[config.mk]
export PLATFORM = sky130hd
export DESIGN_NAME = ds_temp_ctrl
export DESIGN_NICKNAME = d
export VERILOG_FILES = /design/src/rtl/ds_temp_ctrl.sv
export SDC_FILE = /design/constraint.sdc
export NUM_CORES = 1
export LEC_CHECK = 0
export BUFFER_PORTS_ARGS = -buffer_cell sky130_fd_sc_hd__buf_2
export CELL_PAD_IN_SITES_DETAIL_PLACEMENT = 1
export CELL_PAD_IN_SITES_GLOBAL_PLACEMENT = 1
export CORE_ASPECT_RATIO = 0.7
export CORE_MARGIN = 2
export CORE_UTILIZATION = 34
export CTS_CLUSTER_SIZE = 30
export DETAILED_ROUTE_END_ITERATION = 7
export GPL_ROUTABILITY_DRIVEN = 0
export PLACE_DENSITY = 0.58
export SLEW_MARGIN = 30
export SYNTH_ARGS = -nofsm -noshare
export SYNTH_HDL_FRONTEND = slang
export SYNTH_SLANG_ARGS = --single-unit
[constraint.sdc]
create_clock -name clk -period 2.55 [get_ports clk]
set_input_delay 0.51 -clock clk [delete_from_list [all_inputs] [get_ports clk]]
set_output_delay 0.51 -clock clk [all_outputs]
set_load 0.02 [all_outputs]
[src/rtl/ds_temp_ctrl.sv]
// ds_temp_ctrl: command-level sequencer for a DS18B20 on top of a 1-wire bit
// slot engine. A start pulse runs one full acquisition (reset, Skip ROM,
// Convert T, conversion wait, reset, Skip ROM, Read Scratchpad, 16 read slots).
// The raw 16-bit temperature word is then presented with a one-cycle strobe.
//
// Handshake with the bit interface: bit_rdy high means the interface is idle
// and will accept a request. A request (bit_rst_en / bit_wr_en / bit_rd_en) is
// a registered single-cycle pulse. It is raised only when bit_rdy was high in
// the previous cycle and no request was high in that cycle. After a request
// the sequencer waits for the next bit_rdy high, ignoring the request cycle
// itself, before it moves on. At most one request is high in any cycle.
module ds_temp_ctrl #(
    parameter int unsigned TIME_CONV    = 37_500_000,
    parameter logic [7:0]  CMD_SKIP_ROM = 8'hCC,
    parameter logic [7:0]  CMD_CONVERT  = 8'h44,
    parameter logic [7:0]  CMD_READ_SP  = 8'hBE
) (
    input  logic        clk,
    input  logic        rst_n,
    input  logic        start,
    output logic        busy,
    output logic [15:0] temp_data,
    output logic        temp_vld,
    output logic        bit_rst_en,
    output logic        bit_wr_en,
    output logic        bit_wdata,
    output logic        bit_rd_en,
    input  logic        bit_rdata,
    input  logic        bit_rdata_vld,
    input  logic        bit_rdy
);

    typedef enum logic [2:0] {
        S_IDLE      = 3'd0,
        S_ISSUE     = 3'd1,
        S_WAIT      = 3'd2,
        S_CONV_WAIT = 3'd3,
        S_DONE      = 3'd4
    } state_t;

    localparam logic [2:0]  STEP_READ = 3'd7;
    localparam logic [31:0] CONV_LAST = 32'(TIME_CONV - 1);

    state_t      state_q;
    state_t      state_d;
    logic [2:0]  step_q;
    logic [3:0]  bit_cnt_q;
    logic [15:0] shift_q;
    logic [15:0] shift_nxt;
    logic [31:0] conv_cnt_q;
    logic        rst_en_q;
    logic        wr_en_q;
    logic        wdata_q;
    logic        rd_en_q;
    logic [15:0] temp_q;

    logic        step_is_rst;
    logic        step_is_wr;
    logic        step_is_rd;
    logic        step_is_conv;
    logic [7:0]  step_cmd;
    logic [3:0]  last_bit;

    logic        req_any;
    logic        issue_fire;
    logic        slot_done;
    logic        bit_last;
    logic        conv_term;
    logic        read_done;

    // Decode what the current step asks the bit interface to do.
    always_comb begin
        step_is_rst  = 1'b0;
        step_is_wr   = 1'b0;
        step_is_rd   = 1'b0;
        step_is_conv = 1'b0;
        step_cmd     = 8'h00;
        last_bit     = 4'd0;
        case (step_q)
            3'd0, 3'd4: begin
                step_is_rst = 1'b1;
                last_bit    = 4'd0;
            end
            3'd1, 3'd5: begin
                step_is_wr = 1'b1;
                step_cmd   = CMD_SKIP_ROM;
                last_bit   = 4'd7;
            end
            3'd2: begin
                step_is_wr = 1'b1;
                step_cmd   = CMD_CONVERT;
                last_bit   = 4'd7;
            end
            3'd6: begin
                step_is_wr = 1'b1;
                step_cmd   = CMD_READ_SP;
                last_bit   = 4'd7;
            end
            3'd3: begin
                step_is_conv = 1'b1;
            end
            default: begin
                step_is_rd = 1'b1;
                last_bit   = 4'd15;
            end
        endcase
    end

    // Handshake qualifiers; the request cycle never counts as a ready sample.
    always_comb begin
        req_any    = rst_en_q | wr_en_q | rd_en_q;
        issue_fire = (state_q == S_ISSUE) && !step_is_conv && bit_rdy && !req_any;
        slot_done  = (state_q == S_WAIT) && bit_rdy && !req_any;
        bit_last   = (bit_cnt_q == last_bit);
        conv_term  = (state_q == S_CONV_WAIT) && (conv_cnt_q == CONV_LAST);
        read_done  = slot_done && bit_last && (step_q == STEP_READ);
        shift_nxt  = (bit_rdata_vld && (step_q == STEP_READ))
                   ? {bit_rdata, shift_q[15:1]} : shift_q;
    end

    // State register.
    always_ff @(posedge clk or negedge rst_n) begin
        if (!rst_n) begin
            state_q <= S_IDLE;
        end else begin
            state_q <= state_d;
        end
    end

    // Next-state logic.
    always_comb begin
        state_d = state_q;
        case (state_q)
            S_IDLE: begin
                if (start) state_d = S_ISSUE;
            end
            S_ISSUE: begin
                if (step_is_conv)    state_d = S_CONV_WAIT;
                else if (issue_fire) state_d = S_WAIT;
            end
            S_WAIT: begin
                if (read_done)      state_d = S_DONE;
                else if (slot_done) state_d = S_ISSUE;
            end
            S_CONV_WAIT: begin
                if (conv_term) state_d = S_ISSUE;
            end
            S_DONE: begin
                state_d = S_IDLE;
            end
            default: begin
                state_d = S_IDLE;
            end
        endcase
    end

    // Output logic; slot requests come straight from their registers.
    always_comb begin
        busy       = (state_q != S_IDLE);
        temp_vld   = (state_q == S_DONE);
        temp_data  = temp_q;
        bit_rst_en = rst_en_q;
        bit_wr_en  = wr_en_q;
        bit_wdata  = wdata_q;
        bit_rd_en  = rd_en_q;
    end

    // Registered slot requests, one cycle wide, LSB-first command bits.
    always_ff @(posedge clk or negedge rst_n) begin
        if (!rst_n) begin
            rst_en_q <= 1'b0;
            wr_en_q  <= 1'b0;
            wdata_q  <= 1'b0;
            rd_en_q  <= 1'b0;
        end else begin
            rst_en_q <= issue_fire && step_is_rst;
            wr_en_q  <= issue_fire && step_is_wr;
            wdata_q  <= issue_fire && step_is_wr && step_cmd[bit_cnt_q[2:0]];
            rd_en_q  <= issue_fire && step_is_rd;
        end
    end

    // Step and bit counters walk the fixed command list.
    always_ff @(posedge clk or negedge rst_n) begin
        if (!rst_n) begin
            step_q    <= 3'd0;
            bit_cnt_q <= 4'd0;
        end else if ((state_q == S_IDLE) && start) begin
            step_q    <= 3'd0;
            bit_cnt_q <= 4'd0;
        end else if (slot_done) begin
            if (bit_last) begin
                bit_cnt_q <= 4'd0;
                step_q    <= step_q + 3'd1;
            end else begin
                bit_cnt_q <= bit_cnt_q + 4'd1;
            end
        end else if (conv_term) begin
            step_q <= step_q + 3'd1;
        end
    end

    // Conversion timer: cleared on entry, counts 0..TIME_CONV-1.
    always_ff @(posedge clk or negedge rst_n) begin
        if (!rst_n) begin
            conv_cnt_q <= 32'd0;
        end else if ((state_q == S_ISSUE) && step_is_conv) begin
            conv_cnt_q <= 32'd0;
        end else if (state_q == S_CONV_WAIT) begin
            conv_cnt_q <= conv_cnt_q + 32'd1;
        end
    end

    // Read capture (LSB first) and the held result word.
    always_ff @(posedge clk or negedge rst_n) begin
        if (!rst_n) begin
            shift_q <= 16'h0000;
            temp_q  <= 16'h0000;
        end else begin
            shift_q <= shift_nxt;
            if (read_done) temp_q <= shift_nxt;
        end
    end

endmodule
# After elaboration in Yosys (flattened, before gate mapping)
# Index checks and enable logic that the tools add are counted.
# totals
memories	0
ramBits	0
latchBits	0
register_bits	78
mem_bits_ro	0
wordCells	89
# op_classes
n_eq_ne	18
add_sub_neg	3
mux	25
n_reduce_logical	30
multipliers	0
shifts	0
bitwise_logic	2
magnitude_cmp	1
div	0
# ops
op	n
two-way mux 32 bit	2
adder 32 x 1 -> 32 bit, second input constant	1
== test 32 x 26 -> 1 bit, second input constant	1
two-way mux 3 bit	10
one-hot mux 8 bit (3 select lines)	1
two-way mux 16 bit	1
== test 3 bit, second input constant	5
logical AND 1 bit	15
== test 3 x 2 -> 1 bit, second input constant	4
two-way mux 4 bit	3
one-hot mux 3 bit (4 select lines)	1
one-hot mux 4 bit (2 select lines)	1
OR reduction 7 bit	1
== test 3 x 1 -> 1 bit, second input constant	2
zero test 3 bit	2
inequality test 3 bit, second input constant	2
nonzero test 3 bit	2
two-way mux 1 bit	5
adder 4 x 1 -> 4 bit, second input constant	1
== test 4 bit	1
< comparator 3 x 4 -> 1 bit, second input constant	1
inequality test 2 bit, second input constant	2
AND reduction 4 bit	1
nonzero test 2 bit	2
9 further kinds	12

# Logic depth before layout (Yosys ltp)
# depth
depth_word	9
depth_mapped	9
ltp_nobuf	8

# Worst setup path before layout
# No wires, ideal clock.
# synth_timing
kind	register to register
start	reg step_q[0]
end	reg temp_q[10], in the netlist temp_data[10]
stages_incl_launch_ff	10
arrival_ns	2.155
setup_slack_ns	0.271
setup_ns	0.125
n_path_buf	2
path_cell_list	dfrtp_1 > ha_1 > ha_1 > nor4b_1 > nand2_1 > nand3_1 > and3_1 > buf_2 > buf_4 > mux2_2
# synth_between
elab_chain_len	6
elab_cells_between_ends	16
# synth_lines
element	line	text
start: declaration	46	logic [2:0] step_q;
start signal: assignment	194	step_q <= step_q + 3'd1;
start signal: assignment	199	step_q <= step_q + 3'd1;
== test 3 bit (tied with other cells)	79	case (step_q)
OR reduction 4 bit (no source line) or OR reduction 3 bit (tied branches)	n/a	
one-hot mux 4 bit (2 select lines)	79	
== test 4 bit	114	bit_last = (bit_cnt_q == last_bit);
logical AND 1 bit (2 in series)	116	read_done = slot_done && bit_last && (step_q == STEP_READ);
end signal: assignment	221	if (read_done) temp_q <= shift_nxt;
end: declaration	55	logic [15:0] temp_q;
# Parallel ways exist; a longest one is shown, timed or not.
# A chain may end at the register's enable or synchronous reset.

# Worst setup path after layout
# layout_timing
start	reg step_q[0]
end	reg step_q[0]
# layout_between
elab_chain_len	6
elab_cells_between_ends	18
# layout_lines
element	line
== test 3 bit (tied with other cells)	79
OR reduction 4 bit (no source line) or OR reduction 3 bit (tied branches)	n/a
one-hot mux 4 bit (2 select lines)	79
== test 4 bit	114
inequality test 3 x 1 -> 1 bit (no source line)	n/a
AND reduction 2 bit (no source line)	n/a
# Parallel ways exist; a longest one is shown, timed or not. The select of a mux whose other input is x is not followed.

==> results.cfg <==
[job]
maxCapViolations = 0

[routing]
initialDrtViolationCount = 119
routed_wire_length_per_instance_um = 15.9
remaining_drc_errors = 0
antenna_violating_nets_post_route = 0
detailroute.via_count = 2613
dr.pass1.iters = 4
detail_route.vias_per_cell = 4.91
drt-total-wl_mm = 8.43

[place]
place_hpwl_mm = 5.93
post_place_worst_slack_ps = 181
placed_cells = 516
place.port_buffers = 27

[pwr]
share_clk_of_total_power_pct = 34.4
power.total_uw = 3700
internal-power_uw = 2440
net-switching-power_uw = 1260
p_leak_uw = 0.00215
pwr-share-seq_pct = 41.4
sw_frac_of_total_pct = 33.9
vdd_ir_drop_max_mv = 0.337
comb_power_share_pct = 24.2
p_per_area_nw_per_um2 = 832

[worst_setup_path]
worstSetupPathType = reg -> reg
crit_path_arrival_time_ps = 2580
critical_path_required_ps = 2770
worst_setup_path_end_kind = register
timing.critical_path.from_type = register
crit_cells = 7
path_buf_inv = 0
max_stage_delay_ps = 450
worst_path_dominant_cell_family = compound AO/OA/AOI/OAI gates
cp_slowest_cell = sky130_fd_sc_hd__dfrtp_1
cpMostUsedCell = sky130_fd_sc_hd__ha_1
crit_chain = ha_1 -> ha_1 -> nor3b_1 -> o31ai_1 -> o21ai_2 -> a21oi_2 -> mux2_2
rr_worst_depth = 7
critical_path_peak_fanout = 7

[timing]
slew_viol_final = 0
setup_viol_count_final = 0
timing.final.crit_share_pct = 92.6
finalHoldViolations = 0
skew_ps = 7.93
rsz0062_at_grt = no
setup_slack_ps = 188
timing.max_slew.rel_slack_pct = 67.2
finalCriticalPeriod_ps = 2360
fmax_mhz = 423
worst_slew_pin_slew_ps = 492
tns_ps = 0

[status]
outcome = finished, final reports clean

[grt]
antenna_found_initial = 0
via_count_of_the_first_global_routing_pass = 2719
grt_pass1_wl_mm = 14.3
maximum_number_of_pins_on_one_net_before_global_route_repair = 46
gr-total-overflow = 0
grt.total_usage_pct = 15.6

[synth]
synth.avg_cell_area_um2 = 11.2
synthesis.yosys.warnings = 0
synth-main-ff-cell = sky130_fd_sc_hd__dfrtp_1
ys_types = 47
synth_enable_flop_cells = 0
ys_seq_elements = 78
netlist_area_um2 = 3760
synth_top_cells_by_area = sky130_fd_sc_hd__dfrtp_1, sky130_fd_sc_hd__mux2_2, sky130_fd_sc_hd__nor2_1
synthDominantCellAreaShare_pct = 51.9
syn_nets = 349
synth_sequential_area_ratio_pct = 51.9
most_area_hungry_cell_type_in_the_yosys_netlist = sky130_fd_sc_hd__dfrtp_1
syn_inst = 335
async_flop_share_pct = 100

[floorplan]
fp.dieH_um = 92.0
ioPinCount = 28
std_cell_rows = 32
fp.dieArea_um2 = 11900
core_um2 = 10900
floorplan.die.width_um = 130
initial_core_util_pct = 34.6

[final_layout]
area_delta_synth_final_pct = 18.1
layoutNonFillerInstCount = 532
post_route_cells_drive_above_1_share_pct = 27.2
antenna_cells = 0
layout.nets = 388

[clocking]
clk_pin_slew_ps = 70
tritoncts.num_buffers = 9
clock_tree_from_tritoncts = built
clock_insertion_delay_worst_skew_ps = 340
numClockSinks = 78
clk_root_buffer_cell = sky130_fd_sc_hd__clkbuf_16
clock_tree.htree_level_count = 3
cts_buffer_depth = 2

[worst_hold_path]
hold_path_class = in -> async
-- through the flow --
stage,cell area (um2),utilization (%),hold slack [ps]
CTS,4440,40.8,143
global route,4450,40.8,173
floorplan,3760,-,214
finish,4450,40.8,141
global placement,4150,38.1,486
detailed placement,4150,38.1,485
-- kinds of logic (layout without fill, tap and decap cells) --
group,Yosys count,after routing,share of synthesized area (%)
and+or+nand+nor,143,143,22.4
DFF,78,78,51.9
adders and majority gates,8,8,2.66
buffers and inverters,13,57,1.53
xor gates and xnor gates,22,22,5.12
AOI/OAI and AO/OA,34,34,5.42
muxes,37,37,11.0
-- synth_stat cells (2+ instances only) --
library cell	n
sky130_fd_sc_hd__a21oi_1	8
sky130_fd_sc_hd__a22o_1	3
sky130_fd_sc_hd__and2_1	4
sky130_fd_sc_hd__and3_1	12
sky130_fd_sc_hd__and4_1	2
sky130_fd_sc_hd__and4_2	2
sky130_fd_sc_hd__buf_2	4
sky130_fd_sc_hd__clkbuf_1	2
sky130_fd_sc_hd__dfrtp_1	78
sky130_fd_sc_hd__ha_1	8
sky130_fd_sc_hd__inv_1	6
sky130_fd_sc_hd__mux2_2	35
sky130_fd_sc_hd__mux2i_1	2
sky130_fd_sc_hd__nand2_1	25
sky130_fd_sc_hd__nand3_1	13
sky130_fd_sc_hd__nand3b_1	2
sky130_fd_sc_hd__nand4_1	9
sky130_fd_sc_hd__nor2_1	38
sky130_fd_sc_hd__nor2b_1	4
sky130_fd_sc_hd__nor3_1	5
sky130_fd_sc_hd__nor3b_1	3
sky130_fd_sc_hd__nor4_2	2
sky130_fd_sc_hd__nor4b_2	2
sky130_fd_sc_hd__nor4b_4	2
sky130_fd_sc_hd__o21ai_0	15
sky130_fd_sc_hd__or3_1	8
sky130_fd_sc_hd__xnor2_1	9
sky130_fd_sc_hd__xor2_1	13
-- sequential cells by signal, summed over array words and instances (netlist names) --
name and flops:
shift_q 16, bit_rst_en 1, step_q 3, bit_wdata 1, temp_data 16, bit_rd_en 1
conv_cnt_q 32, bit_cnt_q 4, state_q 3, bit_wr_en 1
-- power by group through the flow --
stage | combinational, uW | sequential, uW | clock, uW
floorplan | 622 | 1530 | 0
global route | 1010 | 1560 | 1370
detailed placement | 895 | 1550 | 0
CTS | 900 | 1530 | 1320
global placement | 878 | 1550 | 0
finish | 896 | 1530 | 1270
-- timing repair --
action                                  in CTS  in global routing
setup buffers                                0                  0
gates resized for setup                      0                  1
hold buffers                                 0                  0
endpoints found under the setup margin       0                 16
-- cell usage in the layout (no fill, tap or decap), drive strengths merged, types with 5 or more instances in the layout --
cell | Yosys | layout
mux2 | 35 | 35
nand4 | 9 | 9
ha | 8 | 8
inv | 6 | 13
nor2 | 39 | 39
and3 | 12 | 12
nor3 | 5 | 5
nand2 | 25 | 25
dfrtp | 78 | 78
xor2 | 13 | 13
a21oi | 9 | 9
or3 | 8 | 8
nor4b | 5 | 5
clkbuf | 2 | 9
buf | 5 | 35
xnor2 | 9 | 9
nand3 | 15 | 15
o21ai | 16 | 16
-- final timing paths --
check                      slack (ps)             end  startpoint
max                               190       step_q[0]   step_q[0]
min                               140  conv_cnt_q[21]       rst_n
max reg2reg                       190       step_q[0]   step_q[0]
min reg2reg                       500      shift_q[0]  shift_q[0]
max in group asynchronous        1810     shift_q[15]       rst_n
min in group clk                  430     shift_q[15]   bit_rdata
-- area by class of cell --
class                   count  area (um2)
fillers                  1202        6440
flip-flops and latches     78        1950
multi-input cells         244        1770
clock buffers               9         225
repair buffers             35         223
well taps                 153         191
clock inverters             7        66.3
inverters                   6        22.5
-- worst reg2reg max path, delay by kind of cell, from the launching register on --
kind,cells,cell delay [ps]
multiplexers,1,360
adder cells (fa/ha/maj),2,540
AND/OR/NAND/NOR,1,90
AO/OA/AOI/OAI,3,800
flip-flops,1,450
-- metal layers --
| layer | part of all wire (%) | GRT usage [%] | vias to the layer above | routed length (um) |
|---|---|---|---|---|
| met5 | 0 | 0 | - | 0 |
| met4 | 0.90 | 4.57 | 0 | 76 |
| met3 | 2.6 | 3.97 | 6 | 220 |
| met2 | 42 | 21.4 | 32 | 3520 |
| met1 | 55 | 23.9 | 1302 | 4620 |
| li1 | - | - | 1273 | - |
No activity file was read; power rests on OpenSTA's default activity.
